**config.mk**
```make
export PLATFORM = sky130hd
export DESIGN_NAME = dtc_master
export DESIGN_NICKNAME = d
export VERILOG_FILES = /design/src/rtl/dtc_pkg.sv /design/src/rtl/dtc_sat_cnt.sv /design/src/rtl/dtc_master.sv
export SDC_FILE = /design/constraint.sdc
export NUM_CORES = 1
export LEC_CHECK = 0
export CAP_MARGIN = 10
export CORE_AREA = 2 2 126 128
export CTS_CLUSTER_DIAMETER = 120
export DETAILED_ROUTE_END_ITERATION = 8
export DIE_AREA = 0 0 128 130
export HOLD_SLACK_MARGIN = 0.02
export PLACE_DENSITY = 0.74
export RECOVER_POWER = 100
export SYNTH_ARGS = -nofsm -noshare
export SYNTH_HDL_FRONTEND = slang
export SYNTH_SLANG_ARGS = --single-unit
export TNS_END_PERCENT = 30
```
**constraint.sdc**
```tcl
create_clock -name dtc_clk -period 2.3 [get_ports dtc_clk]
set_clock_uncertainty 0.2 [all_clocks]
set_input_delay 0.46 -clock dtc_clk [delete_from_list [all_inputs] [get_ports dtc_clk]]
set_output_delay 0.46 -clock dtc_clk [all_outputs]
set_load 0.02 [all_outputs]
```
**src/rtl/dtc_pkg.sv**
```systemverilog
// Shared DTC bus definitions: widths, master FSM states and register addresses.
package dtc_pkg;

  localparam int unsigned DTC_ADDR_W = 32;
  localparam int unsigned DTC_DATA_W = 32;

  typedef enum logic [1:0] {
    IDLE,
    ISSUE,
    WAIT_VLD,
    RESP
  } dtc_master_state_t;

  // Register map, shared with the DTC register slave.
  localparam logic [7:0] CMD_REG_EN  = 8'h01;
  localparam logic [7:0] CMD_THYST   = 8'h04;
  localparam logic [7:0] CMD_HV_BASE = 8'h60;

endpackage

```
**src/rtl/dtc_sat_cnt.sv**
```systemverilog
// Saturating up-counter with synchronous clear; sticks at all-ones.
import dtc_pkg::*;

module dtc_sat_cnt #(
  parameter int unsigned Width = 16
) (
  input  logic             clk_i,
  input  logic             clr_i,
  input  logic             inc_i,
  output logic [Width-1:0] count_o
);

  logic [Width-1:0] count_q, count_d;

  // Clear wins over increment; increment stops at the top value.
  always_comb begin
    count_d = count_q;
    if (clr_i) begin
      count_d = '0;
    end else if (inc_i && (count_q != {Width{1'b1}})) begin
      count_d = count_q + Width'(1);
    end
  end

  // State register.
  always_ff @(posedge clk_i) begin
    count_q <= count_d;
  end

  assign count_o = count_q;

endmodule

```
**src/rtl/dtc_master.sv**
```systemverilog
// DTC bus initiator: one register read or write at a time, with a bounded
// wait for read data and saturating status counters.
import dtc_pkg::*;

module dtc_master #(
  parameter int unsigned           TIMEOUT_CYCLES = 15,
  parameter logic [DTC_DATA_W-1:0] TIMEOUT_DATA   = 32'hFFFF_FFFF
) (
  input  logic                  dtc_clk,
  input  logic                  rst,
  input  logic                  req_valid,
  output logic                  req_ready,
  input  logic                  req_write,
  input  logic [DTC_ADDR_W-1:0] req_address,
  input  logic [DTC_DATA_W-1:0] req_wdata,
  output logic                  rsp_valid,
  input  logic                  rsp_ready,
  output logic [DTC_DATA_W-1:0] rsp_rdata,
  output logic                  rsp_write,
  output logic                  rsp_timeout,
  output logic [DTC_ADDR_W-1:0] address,
  output logic [DTC_DATA_W-1:0] write_data,
  output logic                  write,
  output logic                  read,
  input  logic [DTC_DATA_W-1:0] read_data,
  input  logic                  data_vld,
  output logic                  busy,
  output logic [15:0]           txn_count,
  output logic [15:0]           timeout_count
);

  localparam logic [7:0] LastWait = 8'(TIMEOUT_CYCLES - 1);

  dtc_master_state_t     state_q;
  logic                  wr_q;
  logic [DTC_ADDR_W-1:0] address_q;
  logic [DTC_DATA_W-1:0] write_data_q;
  logic                  write_q, read_q;
  logic                  rsp_valid_q, rsp_write_q, rsp_timeout_q;
  logic [DTC_DATA_W-1:0] rsp_rdata_q;
  logic [7:0]            wait_cnt_q;
  logic                  rsp_hs;

  // Transaction FSM; strobes and response fields are registered here.
  always_ff @(posedge dtc_clk) begin
    if (rst) begin
      state_q       <= IDLE;
      wr_q          <= 1'b0;
      address_q     <= '0;
      write_data_q  <= '0;
      write_q       <= 1'b0;
      read_q        <= 1'b0;
      rsp_valid_q   <= 1'b0;
      rsp_write_q   <= 1'b0;
      rsp_timeout_q <= 1'b0;
      rsp_rdata_q   <= '0;
      wait_cnt_q    <= '0;
    end else begin
      write_q <= 1'b0;
      read_q  <= 1'b0;
      unique case (state_q)
        IDLE: begin
          if (req_valid) begin
            wr_q         <= req_write;
            address_q    <= req_address;
            write_data_q <= req_wdata;
            write_q      <= req_write;
            read_q       <= ~req_write;
            state_q      <= ISSUE;
          end
        end
        ISSUE: begin
          if (wr_q) begin
            // The slave never acknowledges writes; respond right away.
            rsp_valid_q   <= 1'b1;
            rsp_write_q   <= 1'b1;
            rsp_timeout_q <= 1'b0;
            rsp_rdata_q   <= '0;
            state_q       <= RESP;
          end else begin
            wait_cnt_q <= '0;
            state_q    <= WAIT_VLD;
          end
        end
        WAIT_VLD: begin
          // Data arriving on the expiry cycle still counts as a hit.
          if (data_vld) begin
            rsp_valid_q   <= 1'b1;
            rsp_write_q   <= 1'b0;
            rsp_timeout_q <= 1'b0;
            rsp_rdata_q   <= read_data;
            state_q       <= RESP;
          end else if (wait_cnt_q == LastWait) begin
            rsp_valid_q   <= 1'b1;
            rsp_write_q   <= 1'b0;
            rsp_timeout_q <= 1'b1;
            rsp_rdata_q   <= TIMEOUT_DATA;
            state_q       <= RESP;
          end else begin
            wait_cnt_q <= wait_cnt_q + 8'd1;
          end
        end
        RESP: begin
          if (rsp_ready) begin
            rsp_valid_q <= 1'b0;
            state_q     <= IDLE;
          end
        end
        default: state_q <= IDLE;
      endcase
    end
  end

  assign rsp_hs = rsp_valid_q & rsp_ready;

  dtc_sat_cnt #(
    .Width(16)
  ) u_txn_cnt (
    .clk_i  (dtc_clk),
    .clr_i  (rst),
    .inc_i  (rsp_hs),
    .count_o(txn_count)
  );

  dtc_sat_cnt #(
    .Width(16)
  ) u_timeout_cnt (
    .clk_i  (dtc_clk),
    .clr_i  (rst),
    .inc_i  (rsp_hs & rsp_timeout_q),
    .count_o(timeout_count)
  );

  assign req_ready   = (state_q == IDLE);
  assign busy        = (state_q != IDLE);
  assign rsp_valid   = rsp_valid_q;
  assign rsp_rdata   = rsp_rdata_q;
  assign rsp_write   = rsp_write_q;
  assign rsp_timeout = rsp_timeout_q;
  assign address     = address_q;
  assign write_data  = write_data_q;
  assign write       = write_q;
  assign read        = read_q;

endmodule

```
==> results_dict.tcl, run 1 <==
set metrics [dict create \
    p_int_mw 6.224 \
    wirelength_um 17680 \
    final_layout_size_suffix_gt1_frac 0.08249 \
    period_share 0.9702 \
    cts_hold_buf 0 \
    max_freq_mhz 448.1 \
    fin_util 0.6061 \
    die_y_um 130 \
    grt_usage 0.2026 \
    synth_cells 740 \
    pin_count 237 \
    slew-limit-headroom 0.5003 \
    avgSynthCellArea_um2 8.175 \
    num-nets-final 1092 \
    p_leak_nw 3.739 \
    numCtsBuffers 17 \
    synth_flop_cell "dfxtp_1" \
    dp_cells 1154 \
    clkPwrFrac 0.292 \
    slew_viol_final 0 \
    comb_power_share 0.373 \
    clk_pin_slew_ns 0.06 \
    required_ns 1.64 \
    cts_buffer_depth 2 \
    rsz0062_at_grt "false" \
    seq_area_um2 2883 \
    cp_max_fo 3 \
    use_met3 0.03813 \
    syn_to_final_growth_pct 54.54 \
    drt_iter0_drc 258 \
    cts_tree "yes" \
    worstMarginPinSlew_ns 0.7495 \
    synth_async_sr_flop_share 0 \
    grt_pass1_vias 5493 \
    status "completed" \
    use_met2 0.3287 \
    grt_overflow_total 0 \
    wire_per_inst_um 14.91 \
    grt_max_degree 67 \
    ys_warn_count 0 \
    hp-class "input port to flop" \
    drc_errors 0 \
    final_cells 1186 \
    synth_fp_nets 851 \
    multi_input_area_um2 2831 \
    swShare 0.3523 \
    antenna_cells 0 \
    power_density_nw_per_um2 1028 \
    crit_type "flop to output pin" \
    antenna_found_initial 0 \
    synth_edf_count 0 \
    drtAntennaViolNets 0 \
    die_w_um 128 \
    max-cap-violations 0 \
    reg2reg_slack_ns 0.19 \
    gp_congestion 0.8170 \
    cts_root_buffer "clkbuf_16" \
    vias 6048 \
    top_usage_layer "met2" \
    switchingPower_mw 3.386 \
    nFillCells 1384 \
    ys_types 51 \
    first_pass_iters 5 \
    clk_latency_ns 0.42 \
    die-area_um2 16640 \
    syn_area_um2 6050 \
    setup_viol 0 \
    cp.arrival_ns 1.57 \
    grt_pass1_wl_um 27100 \
    seqPwrFrac 0.334 \
    critical_path.endpoint_type "output pin" \
    cts_max_level 4 \
    port_buffers 236 \
    rows 46 \
    cts_sinks 144 \
    place_hpwl_um 12260 \
    initial_core_util 0.3922 \
    fin_crit_ns 2.231 \
    vdd_drop_max_v 0.0004959 \
    ys_ff_latch 144 \
    synth-seq-area-share 0.4765 \
    core-area_um2 15420 \
    viasPerCell 5.099 \
    hold_viol 0 \
    grtUsageMet1 0.2652 \
    start_kind "flop" \
]
[worst max-delay path: stages, from the launching register on]
cell and delay [ns]:
dfxtp_1 0.33, inv_1 0.08, ha_1 0.25, inv_1 0.13, clkdlybuf4s15_1 0.36
[cell families (layout without fill, tap and decap cells)]
logic type	Yosys count	after routing	synth area share
adder cells (fa/ha/maj)	9	9	0.01861
multiplexers	16	16	0.02916
flip-flops	144	144	0.4765
AO/OA/AOI/OAI	171	171	0.1783
AND/OR/NAND/NOR	310	310	0.2405
buffers and inverters	90	344	0.05688
[per-stage QoR]
stage	worst slack (ns)	setup TNS, ns	hold slack [ns]	instance area, µm²	power [mW]
2_1_floorplan	0.1132	0	0.2396	6050	5.309
3_3_place_gp	-0.2413	-1.934	0.2410	8815	7.120
3_5_place_dp	-0.2552	-2.312	0.2455	8815	7.164
4_1_cts	0.008821	0	0.2304	9417	9.991
5_1_grt	0.009789	0	0.2406	9349	10.15
6_report	0.06858	0	0.2491	9349	9.610
[timing repair]
action | 4_1_cts | 5_1_grt
endpoints found under the setup margin | 2 | 1
resized for setup | 2 | 1
buffers inserted | 0 | 0
hold endpoints to repair | 0 | 0
[synthesized netlist by cell type, types with 2 or more instances]
| library cell | instances | share of area |
|---|---|---|
| buf_2 | 5 | 0.0041 |
| or4_1 | 7 | 0.0087 |
| nand4_1 | 10 | 0.010 |
| mux2_2 | 13 | 0.024 |
| and3_1 | 5 | 0.0052 |
| a221oi_1 | 30 | 0.043 |
| nor4b_1 | 2 | 0.0029 |
| dfxtp_1 | 144 | 0.48 |
| inv_1 | 40 | 0.025 |
| or3_2 | 2 | 0.0025 |
| nand3b_1 | 2 | 0.0025 |
| and2_1 | 4 | 0.0041 |
| a41oi_1 | 3 | 0.0043 |
| and4_1 | 3 | 0.0043 |
| nand2_1 | 184 | 0.11 |
| nand3_1 | 23 | 0.019 |
| o21ai_0 | 12 | 0.0099 |
| clkbuf_1 | 36 | 0.022 |
| mux2i_1 | 3 | 0.0050 |
| nor2b_1 | 14 | 0.014 |
| o31ai_1 | 7 | 0.0087 |
| nor4_1 | 7 | 0.0072 |
| nand2b_1 | 3 | 0.0031 |
| o211ai_1 | 4 | 0.0050 |
| a31oi_1 | 3 | 0.0031 |
| nand4b_1 | 2 | 0.0029 |
| or3_1 | 2 | 0.0021 |
| nor3_1 | 8 | 0.0066 |
| a21oi_1 | 91 | 0.075 |
| a211oi_1 | 6 | 0.0074 |
| a31o_2 | 2 | 0.0029 |
| nor2_1 | 23 | 0.014 |
| ha_1 | 9 | 0.019 |
| buf_1 | 9 | 0.0056 |
| o2111ai_1 | 6 | 0.0087 |
[area by class of cell]
| cell class | count | area share |
|---|---|---|
| inverter | 40 | 0.01606 |
| multi-input combinational | 506 | 0.3029 |
| clock inverter | 12 | 0.01686 |
| clock buffer | 20 | 0.04778 |
| tap | 192 | 0.02570 |
| sequential | 144 | 0.3084 |
| timing repair buffer | 272 | 0.2824 |
[cell usage in the layout, fill, tap and decap left out, types with 7 or more instances in the layout]
cell               n
buf_4             19
nand4_1           10
mux2_2            13
a21oi_1           90
nand3_1           23
clkbuf_16         17
dlygate4sd3_1    124
clkdlybuf4s50_1  109
clkbuf_1          11
o21ai_0           13
nor2b_1           14
a221oi_1          30
ha_1               9
nor4_1             7
nor3_1             8
inv_1             40
or4_1              8
nand2_1          183
nor2_1            22
dfxtp_1          144
o31ai_1            7
[flip-flops by register name, summed over array words and instances (netlist names), 2 cells and up]
name / count
address: 32
rsp_rdata: 32
write_data: 32
u_timeout_cnt.count_o: 16
u_txn_cnt.count_o: 16
wait_cnt_q: 8
state_q: 2
[power by group through the flow]
stage                     Clock, mW  Sequential (mW)  Combinational (mW)
final                          2.81             3.21                3.59
after global routing           2.97             3.27                3.92
after CTS                      2.88             3.24                3.87
after detailed placement          0             3.29                3.88
after global placement            0             3.27                3.85
after floorplan                   0             3.85                1.46
[path summary, 6_finish.rpt]
| check | depth (start not counted) | end | from |
|---|---|---|---|
| worst min-delay path | 2 | write_data[26]$_SDFFE_PP0N_ | rst |
| worst min register to register | 2 | address[21]$_SDFFE_PP0N_ | address[21]$_SDFFE_PP0N_ |
| worst max register to register | 5 | u_timeout_cnt.count_o[12]$_SDFFE_PP0P_ | u_timeout_cnt.count_o[2]$_SDFFE_PP0P_ |
| worst max-delay path | 4 | busy | state_q[0]$_SDFFE_PP0P_ |
[layer usage]
layer  share of wire  up-vias
met3           0.045       20
met5               0        -
met1            0.46     2787
met2            0.48      167
met4           0.019        0
li1                -     3074
Power figures use the tool's default switching activity.
==> run 2: changes to the inputs <==
CELL_PAD_IN_SITES_DETAIL_PLACEMENT = 0   (was not set)
CELL_PAD_IN_SITES_GLOBAL_PLACEMENT = 1   (was not set)
CORE_AREA = 2 2 143 145   (was 2 2 126 128)
DIE_AREA = 0 0 145 147   (was 0 0 128 130)
PLACE_DENSITY = 0.76   (was 0.74)
clock period = 2.39 ns   (was 2.3 ns; I/O delays follow)
==> run 2 against run 1 <==
Effect of this change:
- sequential power decreased by 3%
- clock-buffer cell count decreased by 2
- utilization decreased by 13 points
- worst setup slack got worse by 0.0029 ns
- via count increased by 0.64%
- power decreased by 5.6%
- wire length increased by 8.1%
- critical endpoint is now rsp_timeout
- largest cell class unchanged
- largest power group unchanged
- highest routed layer unchanged
==> results_dict.tcl, run 2 (same netlist as run 1, synthesis figures left out) <==
set metrics [dict create \
    status "completed" \
    worstMarginPinSlew_ns 0.7261 \
    numCtsBuffers 17 \
    clk_latency_ns 0.42 \
    cp_slowest_stage_delay_ns 0.65 \
    vias 6087 \
    p_leak_nw 3.740 \
    reg2reg_depth 8 \
    pre_cts_slack_ns -0.2190 \
    period_share 0.9725 \
    grt_pass1_wl_um 30740 \
    cts_max_level 4 \
    clk_pin_slew_ns 0.06 \
    fin_tns_setup_ns 0 \
    vdd_drop_max_v 0.0005303 \
    die_w_um 145 \
    layout_commonest_cell "nand2_1" \
    num-nets-final 1096 \
    port_buffers 236 \
    initial_core_util 0.3049 \
    viasPerCell 4.804 \
    final_layout_size_suffix_gt1_frac 0.08826 \
    start_kind "flop" \
    hold_depth 2 \
    fin_area_um2 9412 \
    max_freq_mhz 430.2 \
    core-area_um2 19840 \
    die-area_um2 21320 \
    syn_to_final_growth_pct 55.57 \
    cts_sinks 144 \
    wirelength_um 19120 \
    drt_iter0_drc 239 \
    grt_overflow_total 0 \
    path_cells "buf_4 > clkdlybuf4s50_1" \
    antenna_cells 0 \
    cts_root_buffer "clkbuf_16" \
    critical_path.endpoint_type "output pin" \
    final_cell_mix "184 x nand2_1, 142 x dfxtp_1, 126 x dlygate4sd3_1" \
    nFillCells 2001 \
    place_hpwl_um 13370 \
    rows 52 \
    cp_max_fo 3 \
    fin_crit_ns 2.324 \
    setup_viol 0 \
    crit_type "flop to output pin" \
    cts_buffer_depth 2 \
    hold_ws_ns 0.2475 \
    slew-limit-headroom 0.5160 \
    worst_slack_ns 0.06566 \
    grt_max_degree 46 \
    slowest_stage "clkdlybuf4s50_1" \
    die_y_um 147 \
    place_area_um2 8942 \
    cts_tree "yes" \
    max-cap-violations 0 \
    first_pass_iters 4 \
    required_ns 1.71 \
    power_density_nw_per_um2 964.3 \
    grt_usage 0.1772 \
    wire_per_inst_um 15.09 \
    postCtsSetupRepairBufs 0 \
    rsz0062_at_grt "false" \
    p_total_mw 9.076 \
    grt_pass1_vias 5721 \
    gp_congestion 0.8143 \
    antenna_found_initial 0 \
    hold_viol 0 \
    pin_count 237 \
    hp-class "flop to flop" \
    cp.arrival_ns 1.65 \
    drc_errors 0 \
    drtAntennaViolNets 0 \
    slew_viol_final 0 \
]
[run 2: changes by cell type in the layout (fill, tap and decap cells not counted), moves of 2 or more]
| cell | before | now |
|---|---|---|
| clkbuf_1 | 11 | 7 |
| buf_4 | 19 | 22 |
| bufinv_16 | 3 | 0 |
| clkbuf_2 | 2 | 5 |
| clkbuf_4 | 3 | 1 |
| clkdlybuf4s50_1 | 109 | 107 |
| dfxtp_1 | 144 | 142 |
| dfxtp_2 | 0 | 2 |
| dlygate4sd3_1 | 124 | 126 |
| inv_6 | 2 | 4 |
[run 2: routing by layer]
layer | wire, µm | share of wire | track usage | up-vias
li1 | - | - | - | 3088
met1 | 8979 | 0.47 | 0.2372 | 2820
met2 | 9044 | 0.47 | 0.2850 | 164
met3 | 873 | 0.046 | 0.04596 | 15
met4 | 225 | 0.012 | 0.04752 | 0
met5 | 0 | 0 | 0 | -
[run 2: area by class of cell]
type / instances / area, µm² / share of cell area
Timing Repair Buffer: 276 / 2680 / 0.2848
Sequential cell: 144 / 2885 / 0.3066
Multi-Input combinational cell: 506 / 2815 / 0.2991
Tap cell: 270 / 337.8 / 0.03589
Inverter: 40 / 150.1 / 0.01595
Clock inverter: 13 / 103.9 / 0.01103
Clock buffer: 18 / 439.2 / 0.04666
[run 2: path summary, 6_finish.rpt]
kind                            start                          to  slack [ns]
max          rsp_timeout$_SDFFE_PP0P_                 rsp_timeout        0.07
min           address[1]$_SDFFE_PP0N_     address[1]$_SDFFE_PP0N_        0.25
max reg2reg   state_q[0]$_SDFFE_PP0P_  wait_cnt_q[3]$_SDFFE_PP0P_        0.22
min reg2reg   address[1]$_SDFFE_PP0N_     address[1]$_SDFFE_PP0N_        0.25
[run 2: worst max-delay path: cells and delay by family, from the launching register on]
kind,cells,cell delay [ns]
buffers and inverters,2,0.82
flip-flops,1,0.41
[run 2: repair_timing]
action	in CTS	in global routing
gates resized for setup	2	3
hold endpoints to repair	0	0
hold buffers	0	0
setup endpoints to repair	2	2
[run 2: stage by stage]
step | util | cells
after floorplan | - | 740
after global placement | 0.4506 | 1236
after detailed placement | 0.4506 | 1236
after CTS | 0.4779 | 1267
after global routing | 0.4743 | 1267
final | 0.4743 | 1267
[run 2: power by group]
group | internal (mW) | switching (mW) | total (mW)
logic | 1.46 | 2.04 | 3.50
clock network | 1.37 | 1.10 | 2.47
registers | 2.88 | 0.231 | 3.11
==> run 3: changes to the inputs <==
ABC_CLOCK_PERIOD_IN_PS = 2390   (was not set)
CAP_MARGIN = 25   (was 10)
==> results of run 3 <==
Same layout as run 2: the final DEF is identical, and so are final timing and power.
==> patch, RTL diff (flow settings as in run 2) <==
Change the package constant `DTC_DATA_W` from 32 to 48.
--- a/src/rtl/dtc_pkg.sv
+++ b/src/rtl/dtc_pkg.sv
@@ -4,3 +4,3 @@
   localparam int unsigned DTC_ADDR_W = 32;
-  localparam int unsigned DTC_DATA_W = 32;
+  localparam int unsigned DTC_DATA_W = 48;
 
Interface: changed (resized read_data, req_wdata, rsp_rdata and write_data); port bits go from 237 to 301. The function was not compared with the original's and may differ.
==> patch against run 2 <==
Power is 13% higher. Synthesized area is 19% higher. Wire length is 20% higher. Hold slack worse by 0.037 ns. Setup slack better by 0.032 ns. Design area is 19% higher. Sequential cell count is 32 higher. Core utilization is 8.8 points higher. Die area stayed put. Critical path type unchanged.
==> patch: results (changes against run 2) <==
| Item | Reported | Change |
| --- | --- | --- |
| Outcome | completed |  |
| Fill cell total of the finished layout | 1862 | -6.9% |
| Total Nets Final | 1306 | +19% |
| Via density per instance | 4.96 | +3.2% |
| Total half-perimeter wirelength after legalization and detailed placement | 16200 µm | +21% |
| Critical R2R Capture | rsp_rdata[8]$_SDFFE_PP0P_ |  |
| Longest individual stage delay on the worst path | 0.73 ns | +0.08 ns |
| Post-Synth Adder-Cell Area | 1.56% | -0.30 points |
| Endpoint of the worst hold-timing path | write_data[22]$_SDFFE_PP0N_ |  |
| Switching Share | 37.0% | -0.20 points |
| Largest net degree at the start of global routing | 87 | +89% |
| Count of buffers inserted at the top-level ports | 300 | +27% |
| Post-synthesis share of cell area spent on xor and xnor gates | 0.121% | +0.12 points |
| Number of DRC markers after the initial detailed-route iteration | 324 | +36% |
| Sequential-to-total area share from yosys stat | 48.9% | +1.2 points |
| Crit path max-delay cell type | sky130_fd_sc_hd__dlygate4sd3_1 |  |
| Largest cells by area after synthesis | sky130_fd_sc_hd__dfxtp_1, sky130_fd_sc_hd__a21oi_1, sky130_fd_sc_hd__nand2_1 |  |
| Multiplexer area fraction after synthesis | 1.23% | -1.7 points |
| Post-Route WL | 23000 µm | +20% |
| R2R depth | 7 | -1 |
| Worst hold start | rst |  |
| Share of final-layout standard cells stronger than drive strength 1 | 7.15% | -1.7 points |
| Commonest cells post-synth | sky130_fd_sc_hd__nand2_1, sky130_fd_sc_hd__dfxtp_1, sky130_fd_sc_hd__a21oi_1 |  |
| Critical path launch point | u_txn_cnt.count_o[10]$_SDFFE_PP0P_ |  |
| Overall routing resource usage | 21.0% | +3.3 points |
| Global-route wire length before repair | 36300 µm | +18% |
| Net Count, Synth | 1017 | +20% |
| Final weighted congestion in routability-driven placement | 0.785 | -3.6% |
| Synthesized instance count | 874 | +18% |
-- patch: cell count changes in the layout (fill, tap and decap cells not counted), sizes merged, moves of 8 or more --
cell,before,now
inv,45,10
dfxtp,144,176
dlygate4sd3,126,159
a21oi,91,159
nand2,184,209
nand4,11,27
clkdlybuf4s50,107,138
nand2b,3,11
or3,4,14
a221oi,30,5
o21ai,13,35
a211oi,6,33
-- patch: routing by layer --
metal	track usage, %	wire, µm	vias up
met2	34.0	10800	231
met1	25.9	9960	3266
met3	8.76	1970	16
met4	5.94	301	0
met5	0	0	-
li1	-	-	3657
-- patch: layout make-up --
type | count | area [µm²] | share of cell area, %
Antenna cell | 1 | 2.50 | 0.0224
Multi-Input combinational cell | 624 | 3380 | 30.3
Clock buffer | 18 | 429 | 3.85
Clock inverter | 13 | 114 | 1.02
Timing Repair Buffer | 338 | 3350 | 30.0
Inverter | 6 | 22.5 | 0.202
Tap cell | 270 | 338 | 3.03
Sequential cell | 176 | 3520 | 31.6
-- patch: power by group through the flow --
stage               Combinational [µW]  Sequential, µW  Clock (µW)
floorplan                         1870            4170           0
global placement                  4240            3680           0
detailed placement                4250            3680           0
CTS                               4250            3620        2700
global route                      4370            3670        2840
finish                            4010            3600        2620
-- patch: metrics by stage --
step / cell area, µm² / worst slack [ns] / total power [µW]
global route: 11200 / 0.0205 / 10900
floorplan: 7210 / 0.287 / 6040
finish: 11200 / 0.0980 / 10200
global placement: 10700 / 0.0759 / 7920
CTS: 11200 / 0.0549 / 10600
detailed placement: 10700 / 0.0264 / 7930
-- patch: repair_timing --
action                                  in CTS  in global routing
buffers inserted                             0                  0
endpoints found under the setup margin       2                  1
gates resized for setup                      4                  1
